<file path="config.mk">
export PLATFORM = sky130hd
export DESIGN_NAME = lighting_ctrl
export DESIGN_NICKNAME = d
export VERILOG_FILES = /design/src/rtl/lighting_pkg.sv /design/src/rtl/lamp_ramp.sv /design/src/rtl/lighting_ctrl.sv
export SDC_FILE = /design/constraint.sdc
export NUM_CORES = 1
export LEC_CHECK = 0
export BUFFER_PORTS_ARGS = -buffer_cell sky130_fd_sc_hd__buf_2
export CORE_MARGIN = 5
export CORE_UTILIZATION = 58
export DETAILED_ROUTE_END_ITERATION = 16
export GPL_TIMING_DRIVEN = 0
export HOLD_SLACK_MARGIN = 0.06
export PLACE_DENSITY = 0.8
export SLEW_MARGIN = 25
export SYNTH_ARGS = -nofsm -noshare
export SYNTH_HDL_FRONTEND = slang
export SYNTH_SLANG_ARGS = --single-unit
export TNS_END_PERCENT = 5
</file>
<file path="constraint.sdc">
create_clock -name clk -period 3.28 [get_ports clk]
set_input_delay 0.656 -clock clk [delete_from_list [all_inputs] [get_ports clk]]
set_output_delay 0.656 -clock clk [all_outputs]
set_load 0.02 [all_outputs]
</file>
<file path="src/rtl/lighting_pkg.sv">
// rtl/lighting_pkg.sv - shared FSM state type, time-code default and lamp thermometer decode.
package lighting_pkg;

  typedef enum logic [1:0] {
    ST_IDLE,
    ST_EVAL,
    ST_RAMP
  } state_t;

  localparam int TCODE_MAX_DEF = 11;

  // First time code treated as night by the automatic lighting mode.
  localparam logic [3:0] NIGHT_TCODE = 4'd6;

  function automatic logic [15:0] therm16(input logic [3:0] n);
    logic [15:0] t;
    t = '0;
    for (int i = 0; i < 16; i++) begin
      t[i] = (i < int'(n));
    end
    return t;
  endfunction

endpackage

</file>
<file path="src/rtl/lamp_ramp.sv">
// rtl/lamp_ramp.sv - step timer plus +/-1 walk of one 4-bit level toward its target.
module lamp_ramp #(
  parameter int STEP_CYC = 4
) (
  input  logic       clk,
  input  logic       rst,
  input  logic       run,
  input  logic       force_en,
  input  logic [3:0] force_val,
  input  logic [3:0] target,
  output logic [3:0] value,
  output logic       at_target
);

  logic [7:0] cnt;
  logic       step;

  // Dropping run clears the timer, so every ramp entry waits a full STEP_CYC.
  assign step      = run && (cnt == 8'(STEP_CYC - 1));
  assign at_target = (value == target);

  always_ff @(posedge clk or posedge rst) begin
    if (rst) begin
      cnt   <= '0;
      value <= '0;
    end else begin
      if (!run || step) cnt <= '0;
      else              cnt <= cnt + 8'd1;

      if (force_en)                     value <= force_val;
      else if (step && value < target)  value <= value + 4'd1;
      else if (step && value > target)  value <= value - 4'd1;
    end
  end

endmodule

</file>
<file path="src/rtl/lighting_ctrl.sv">
// rtl/lighting_ctrl.sv - room lighting sequencer: time code, request latch, eval/ramp FSM.
// Optional LIGHTING_CTRL_OVERRIDE_EN adds an ovr input that forces full light.
module lighting_ctrl
  import lighting_pkg::*;
#(
  parameter int STEP_CYC       = 4,
  parameter int TICKS_PER_CODE = 8,
  parameter int TCODE_MAX      = TCODE_MAX_DEF
) (
  input  logic        clk,
  input  logic        rst,
  input  logic        tick,
  input  logic        ureq_valid,
  input  logic [3:0]  ureq_mode,
  output logic        ureq_ready,
  input  logic [3:0]  length,
`ifdef LIGHTING_CTRL_OVERRIDE_EN
  input  logic        ovr,
`endif
  output logic [3:0]  tcode,
  output logic [3:0]  lightnum,
  output logic [15:0] lightstate,
  output logic [3:0]  wshade,
  output logic        busy,
  output logic        done
);

  state_t     state, state_next;
  logic [7:0] tick_cnt;
  logic [3:0] umode;
  logic       pending_eval;
  logic [3:0] tgt_num, tgt_shade;
  logic [3:0] dp_num, dp_shade;
  logic       req_acc, code_evt, num_at, shade_at, ramp_run, done_next;
  logic       ovr_on, ovr_fall;

`ifdef LIGHTING_CTRL_OVERRIDE_EN
  logic ovr_q;

  always_ff @(posedge clk or posedge rst) begin
    if (rst) ovr_q <= 1'b0;
    else     ovr_q <= ovr;
  end

  assign ovr_on   = ovr;
  assign ovr_fall = ovr_q && !ovr;
`else
  assign ovr_on   = 1'b0;
  assign ovr_fall = 1'b0;
`endif

  assign ureq_ready = (state != ST_EVAL);
  assign req_acc    = ureq_valid && ureq_ready;
  assign code_evt   = tick && (tick_cnt == 8'(TICKS_PER_CODE - 1));
  assign busy       = (state != ST_IDLE);
  assign lightstate = therm16(lightnum);

  always_ff @(posedge clk or posedge rst) begin
    if (rst) begin
      tick_cnt <= '0;
      tcode    <= '0;
    end else if (tick) begin
      if (code_evt) begin
        tick_cnt <= '0;
        tcode    <= (tcode == 4'(TCODE_MAX)) ? 4'd0 : tcode + 4'd1;
      end else begin
        tick_cnt <= tick_cnt + 8'd1;
      end
    end
  end

  // A new event outranks the clear, so a tick landing in EVAL is re-evaluated later.
  always_ff @(posedge clk or posedge rst) begin
    if (rst) begin
      umode        <= '0;
      pending_eval <= 1'b0;
    end else begin
      if (req_acc) umode <= ureq_mode;
      if (req_acc || code_evt)  pending_eval <= 1'b1;
      else if (state == ST_EVAL) pending_eval <= 1'b0;
    end
  end

  // Mode 0 follows the clock and room size; other modes ask for 3 lamps per step.
  always_comb begin
    dp_num   = '0;
    dp_shade = '0;
    if (umode == 4'd0) begin
      if (tcode >= NIGHT_TCODE) begin
        dp_num   = length;
        dp_shade = 4'd0;
      end else begin
        dp_num   = {1'b0, length[3:1]};
        dp_shade = {1'b0, length[3:1]};
      end
    end else begin
      dp_num   = (umode > 4'd5) ? 4'd15 : umode + (umode << 1);
      dp_shade = {1'b0, umode[3:1]};
    end
  end

  always_ff @(posedge clk or posedge rst) begin
    if (rst) begin
      tgt_num   <= '0;
      tgt_shade <= '0;
    end else if (state == ST_EVAL) begin
      tgt_num   <= dp_num;
      tgt_shade <= dp_shade;
    end
  end

  always_ff @(posedge clk or posedge rst) begin
    if (rst) begin
      state <= ST_IDLE;
      done  <= 1'b0;
    end else begin
      state <= state_next;
      done  <= done_next;
    end
  end

  always_comb begin
    state_next = state;
    done_next  = 1'b0;
    case (state)
      ST_IDLE: if (req_acc || code_evt || pending_eval) state_next = ST_EVAL;
      ST_EVAL: begin
        if (dp_num == lightnum && dp_shade == wshade) begin
          state_next = ST_IDLE;
          done_next  = 1'b1;
        end else begin
          state_next = ST_RAMP;
        end
      end
      ST_RAMP: begin
        if (req_acc) begin
          state_next = ST_EVAL;
        end else if (num_at && shade_at) begin
          done_next  = 1'b1;
          state_next = pending_eval ? ST_EVAL : ST_IDLE;
        end
      end
      default: state_next = ST_IDLE;
    endcase
    if (ovr_on) begin
      state_next = ST_IDLE;
      done_next  = 1'b0;
    end else if (ovr_fall) begin
      state_next = ST_EVAL;
    end
  end

  // A request accepted mid-ramp freezes stepping so the reload starts a fresh step period.
  assign ramp_run = (state == ST_RAMP) && !req_acc && !ovr_on;

  lamp_ramp #(.STEP_CYC(STEP_CYC)) u_num_ramp (
    .clk       (clk),
    .rst       (rst),
    .run       (ramp_run),
    .force_en  (ovr_on),
    .force_val (4'd15),
    .target    (tgt_num),
    .value     (lightnum),
    .at_target (num_at)
  );

  lamp_ramp #(.STEP_CYC(STEP_CYC)) u_shade_ramp (
    .clk       (clk),
    .rst       (rst),
    .run       (ramp_run),
    .force_en  (ovr_on),
    .force_val (4'd0),
    .target    (tgt_shade),
    .value     (wshade),
    .at_target (shade_at)
  );

endmodule

</file>
# Yosys cells after proc, flatten, opt, wreduce, memory -nomap -nowiden
# Cells that the tools add are included.
# totals
word_cells	105
in_bits	12
reg_bits	52
output_inout_bits	31
# op_classes
reduce_logical	25
eq_ne	13
muxes	25
addsub	9
n_lt_le_gt_ge	21
# op_table
cell	n
two-way mux 4 bit	9
< comparator 4 bit (first input constant)	7
adder 8 x 1 -> 8 bit (second input constant)	3
two-way mux 8 bit	3
equality test 4 bit	4
equality test 8 x 2 -> 1 bit (second input constant)	2
< comparator 3 x 4 -> 1 bit (first input constant)	4
adder 4 x 1 -> 4 bit (second input constant)	3
logical AND 1 bit	11
equality test 8 x 3 -> 1 bit (second input constant)	1
> comparator 4 bit	2
< comparator 1 x 4 -> 1 bit (first input constant)	2
< comparator 2 x 4 -> 1 bit (first input constant)	2
< comparator 4 bit	2
two-way mux 2 bit	4
nonzero test 2 bit	4
subtractor 4 x 1 -> 4 bit (second input constant)	2
two-way mux 1 bit	6
case mux 2 bit (3 select lines)	1
adder 4 bit	1
equality test 4 bit (second input constant)	1
>= comparator 4 x 3 -> 1 bit (second input constant)	1
> comparator 4 x 3 -> 1 bit (second input constant)	1
zero test 4 bit	1
other kinds (11)	16

# Longest topological paths before layout
# depth
ltp_word	8
depth_mapped	12
ltp_nobuf	11

# Hierarchy
# Synthesis repeated with hierarchy kept, for this count alone.
# hier_totals
cells_unflattened	357
hier_area_um2	3373.2
# modules_own_cells
module	seq_area_each_um2	area_per_inst_um2	n_inst	cells_per_inst
lighting_ctrl	675.6	1774.2	1	199
lamp_ramp	300.3	799.5	2	79

# Least setup slack after synthesis
# OpenSTA, ideal clock, no wires.
# synth_path
kind	register -> register
start	register u_num_ramp.cnt[5]
end	register u_num_ramp.value[3]
path_stages_with_launch	7
arrival_time_ns	2.364
period_less_slack_ns	2.443
t_required_ns	3.200
slack_ns	0.837
path_buffers	0
setup_time_ns	0.080
path_cell_list	dfrtp_1 > or4_1 > or3_4 > or3b_4 > or4_1 > mux2i_1 > xor2_1
# synth_between
elab_chain_cells	4
elab_cells_between_ends	6
cone_classes	1 x eq/ne; 1 x mux; 4 x reduce/logical
# synth_rtl
element	line_no	source
start: declaration	lamp_ramp.sv:15	logic [7:0] cnt;
start signal: assignment	lamp_ramp.sv:28	else cnt <= cnt + 8'd1;
equality test 8 x 2 -> 1 bit *	lamp_ramp.sv:19	assign step = run && (cnt == 8'(STEP_CYC - 1));
logical AND 1 bit *	lamp_ramp.sv:19	
logical AND 1 bit, on equally long branches	lamp_ramp.sv:31, lamp_ramp.sv:32	
two-way mux 4 bit / nonzero test 2 bit (equally long branches)	-	
end signal: assignment	lamp_ramp.sv:30	if (force_en) value <= force_val;
end signal: assignment	lamp_ramp.sv:31	else if (step && value < target) value <= value + 4'd1;
end signal: assignment	lamp_ramp.sv:32	else if (step && value > target) value <= value - 4'd1;
end: declaration	lamp_ramp.sv:11	output logic [3:0] value,
# Mark *: on every way between the ends. The rest lies on a longest branch, timed or not.
# A chain may end at the register's enable or synchronous reset.

# Final worst setup path
# layout_path
start	register state[1]
end	register u_shade_ramp.value[3]
# layout_between
elab_chain_cells	7
elab_cells_between_ends	10
cone_classes	2 x eq/ne; 1 x mux; 7 x reduce/logical
# layout_rtl
element	line_no	source
start: declaration	lighting_ctrl.sv:28	state_t state, state_next;
start signal: assignment	lighting_ctrl.sv:117	state <= state_next;
inequality test 2 x 1 -> 1 bit	lighting_ctrl.sv:52	assign ureq_ready = (state != ST_EVAL);
logical AND 1 bit	lighting_ctrl.sv:53	assign req_acc = ureq_valid && ureq_ready;
zero test 1 bit	lighting_ctrl.sv:154	assign ramp_run = (state == ST_RAMP) && !req_acc && !ovr_on;
logical AND 1 bit *	lighting_ctrl.sv:154	
logical AND 1 bit *	lamp_ramp.sv:19	
logical AND 1 bit, on equally long branches	lamp_ramp.sv:31, lamp_ramp.sv:32	
two-way mux 4 bit / nonzero test 2 bit (equally long branches)	-	
end signal: assignment	lamp_ramp.sv:30	
end signal: assignment	lamp_ramp.sv:31	
end signal: assignment	lamp_ramp.sv:32	
end: declaration	lamp_ramp.sv:11	
# Marks and branches as above.

==> summary.txt <==
Status
  • Status: completed

STA
  • RSZ-0062 raised after global routing: no
  • Least-Margin Pin Slew: 0.637 ns
  • Slew Limit Headroom: 57.2%
  • Achievable Freq: 0.375 GHz
  • Final setup fails: 0
  • Period minus WS final: 2.67 ns
  • Final worst path period share: 81.3%
  • Final hold violations: 0
  • Setup_tns: 0 ns
  • Worst Skew: 0.00636 ns
  • Max-slew violations: 0

Final layout
  • Area delta synth->final: 13.3%
  • Nets: 414
  • Commonest non-fill, non-tap cells in the layout: 51 x dfrtp_1, 41 x buf_2, 32 x nor2_1
  • Post-layout util: 68.3%
  • Layout cell share with drive strength beyond 1: 16.8%
  • N_diodes: 0
  • Post-Layout Cell Count: 445
  • Commonest non-fill, non-tap cell in the layout: dfrtp_1

Yosys
  • Gate Count Post-Synth: 326
  • Cell area after synthesis: 0.00310 mm2
  • Most used DFF post-synth: dfrtp_1
  • Unique cell type count in the Yosys netlist: 45
  • Post-synthesis net count: 366
  • Sequential fraction of the synthesis area: 41.2%
  • YS warnings: 0
  • Flops & latches, synth: 51
  • Avg Cell Area, Syn: 9.50 um2
  • Synth async-reset ratio: 100%
  • Post-synth EDFFs: 0

Detailed routing
  • DR pass1 iterations: 4
  • WL/cell: 13.7 um
  • Drt total wl: 6080 um
  • Drc violations: 0
  • Vias per cell: 5.44
  • DR vias: 2423
  • Routed Antenna Nets: 0
  • Number of DRC markers in iteration 0: 137

Floorplan
  • Die Footprint: 0.00690 mm2
  • Core area: 0.00514 mm2
  • Placement Rows: 26
  • Ports: 43
  • Initial cell density of the core: 60.2%
  • Die X: 83.1 um
  • Die Span Y: 83.1 um

Pwr
  • Pwr dens: 641 mW/mm2
  • Leakage: 1.78 nW
  • VDD IR-drop max: 0.404 mV

Critical path
  • CP Launch Type: flop
  • Critical Path RT: 3.48 ns
  • Crit path capture type: flop
  • Critical Path AT: 2.87 ns
  • Crit Path Class: flop to flop
  • Crit Path Max Fanout: 7

CTS
  • Root Driver: clkbuf_8
  • Clock sinks: 51
  • Cts hold-fix bufs: 0
  • Post-CTS repair timing setup buffer count: 0
  • Clock-pin transition on the worst setup and hold timing paths: 0.09 ns
  • CTS buffer count: 5
  • CTS tree: done
  • Latest clock arrival within the worst-skew pair: 0.31 ns
  • CTS H-tree lvls: 2
  • Maximum root-to-sink buffer count: 2
  • Post-CTS sizing: 0

Placed design
  • Post-DP HPWL: 4540 um
  • PortBufs: 41
  • Final RePlAce weighted congestion: 0.791
  • Dpl cells: 437

GRT
  • Initial antenna violation count: 0
  • First-pass GRT wire length: 10700 um
  • Largest net degree at the start of global routing: 52
  • GRT overflow: 0
  • Total Routing Usage GR: 18.5%
  • Number of global-route vias before repair: 2402

Hold path
  • Min-Delay Path Class: input port to async pin

Job
  • Number of max-cap violations: 0
==> registers in the layout (all words and copies together) (netlist names) <==
name	flops
state	2
done	1
tick_cnt	8
u_shade_ramp.value	4
umode	4
tcode	4
u_num_ramp.cnt	8
tgt_num	4
pending_eval	1
u_shade_ramp.cnt	8
u_num_ramp.value	4
tgt_shade	3
==> worst paths after layout <==
path / startpoint / endpoint / slack, ns / cells past startpoint
max reg2reg: state[1]$_DFFE_PP0P_ / u_shade_ramp.value[3]$_DFFE_PP0P_ / 0.61 / 12
max: state[1]$_DFFE_PP0P_ / u_shade_ramp.value[3]$_DFFE_PP0P_ / 0.61 / 12
min reg2reg: u_num_ramp.cnt[0]$_DFF_PP0_ / u_num_ramp.cnt[0]$_DFF_PP0_ / 0.48 / 1
min: rst / done$_DFF_PP0_ / 0.43 / 2
min in group clk: u_num_ramp.cnt[0]$_DFF_PP0_ / u_num_ramp.cnt[0]$_DFF_PP0_ / 0.48 / 1
max in group asynchronous: rst / umode[3]$_DFFE_PP0P_ / 2.45 / 2
==> kinds of logic (layout without fill, tap and decap cells) <==
kind of cell	after synthesis	in the layout	synth area share (%)
AOI/OAI and AO/OA	53	53	10.6
xor gates and xnor gates	30	30	8.49
adders and majority gates	28	28	11.8
buffers and inverters	35	84	4.48
DFF	51	51	41.2
muxes	10	10	3.47
other	1	1	0.121
and+or+nand+nor	118	118	19.8
==> synth_stat cells, types with 4 or more instances <==
library cell,number,area share (%)
nand2b_1,7,1.4
nor2b_1,4,0.81
and3_1,6,1.2
nand2_1,24,2.9
nor3_1,6,0.97
xor2_1,15,4.2
inv_1,26,3.2
o21ai_0,19,3.1
a21o_1,4,0.97
a21oi_1,11,1.8
ha_1,26,11
nor2_1,32,3.9
clkbuf_1,7,0.85
mux2i_1,4,1.3
nand3_1,13,2.1
mux2_2,6,2.2
or4_1,5,1.2
o21a_1,4,0.97
xnor2_1,15,4.2
dfrtp_1,51,41
==> critical path, stage by stage (launching register included) <==
cell and delay [ns]:
dfrtp_1 0.42, inv_1 0.09, ha_1 0.14, clkbuf_1 0.29, nor2b_1 0.11, nand2b_1 0.28, nor2_1 0.16, nand3_1 0.18
ha_1 0.32, a21o_1 0.17, a21oi_1 0.15, nand2_1 0.08, xnor2_1 0.15
==> power breakdown <==
part           internal (mW)  leakage [nW]  switching (mW)
sequential             0.767         0.644           0.118
clock                  0.247        0.0612           0.208
combinational          0.382          1.07           0.528
total                   1.40          1.78           0.854
==> final cells by class <==
| type | count | area [um2] |
|---|---|---|
| Buffer | 9 | 41.3 |
| Timing Repair Buffer | 41 | 205 |
| Inverter | 26 | 100 |
| Fill cell | 438 | 1630 |
| Clock buffer | 6 | 82.6 |
| Sequential cell | 51 | 1280 |
| Clock inverter | 2 | 35.0 |
| Tap cell | 70 | 87.6 |
| Multi-Input combinational cell | 240 | 1680 |
==> metal layers <==
| layer | global-route usage (%) | share of wire (%) | up-vias | wire length (um) |
|---|---|---|---|---|
| met2 | 31.9 | 50 | 43 | 3020 |
| li1 | - | - | 1215 | - |
| met4 | 6.54 | 1.3 | 0 | 80 |
| met5 | 0 | 0 | - | 0 |
| met1 | 22.4 | 45 | 1158 | 2720 |
| met3 | 4.55 | 4.3 | 7 | 263 |
==> per-stage QoR <==
stage | power, mW | instance area (um2) | worst slack, ns | hold slack [ns]
after floorplan | 1.58 | 3100 | 0.837 | 0.448
after global placement | 1.77 | 3390 | 0.685 | 0.465
after detailed placement | 1.80 | 3390 | 0.598 | 0.472
after CTS | 2.27 | 3510 | 0.599 | 0.450
after global routing | 2.43 | 3510 | 0.336 | 0.475
final | 2.25 | 3510 | 0.613 | 0.425
Power figures use the tool's default switching activity.
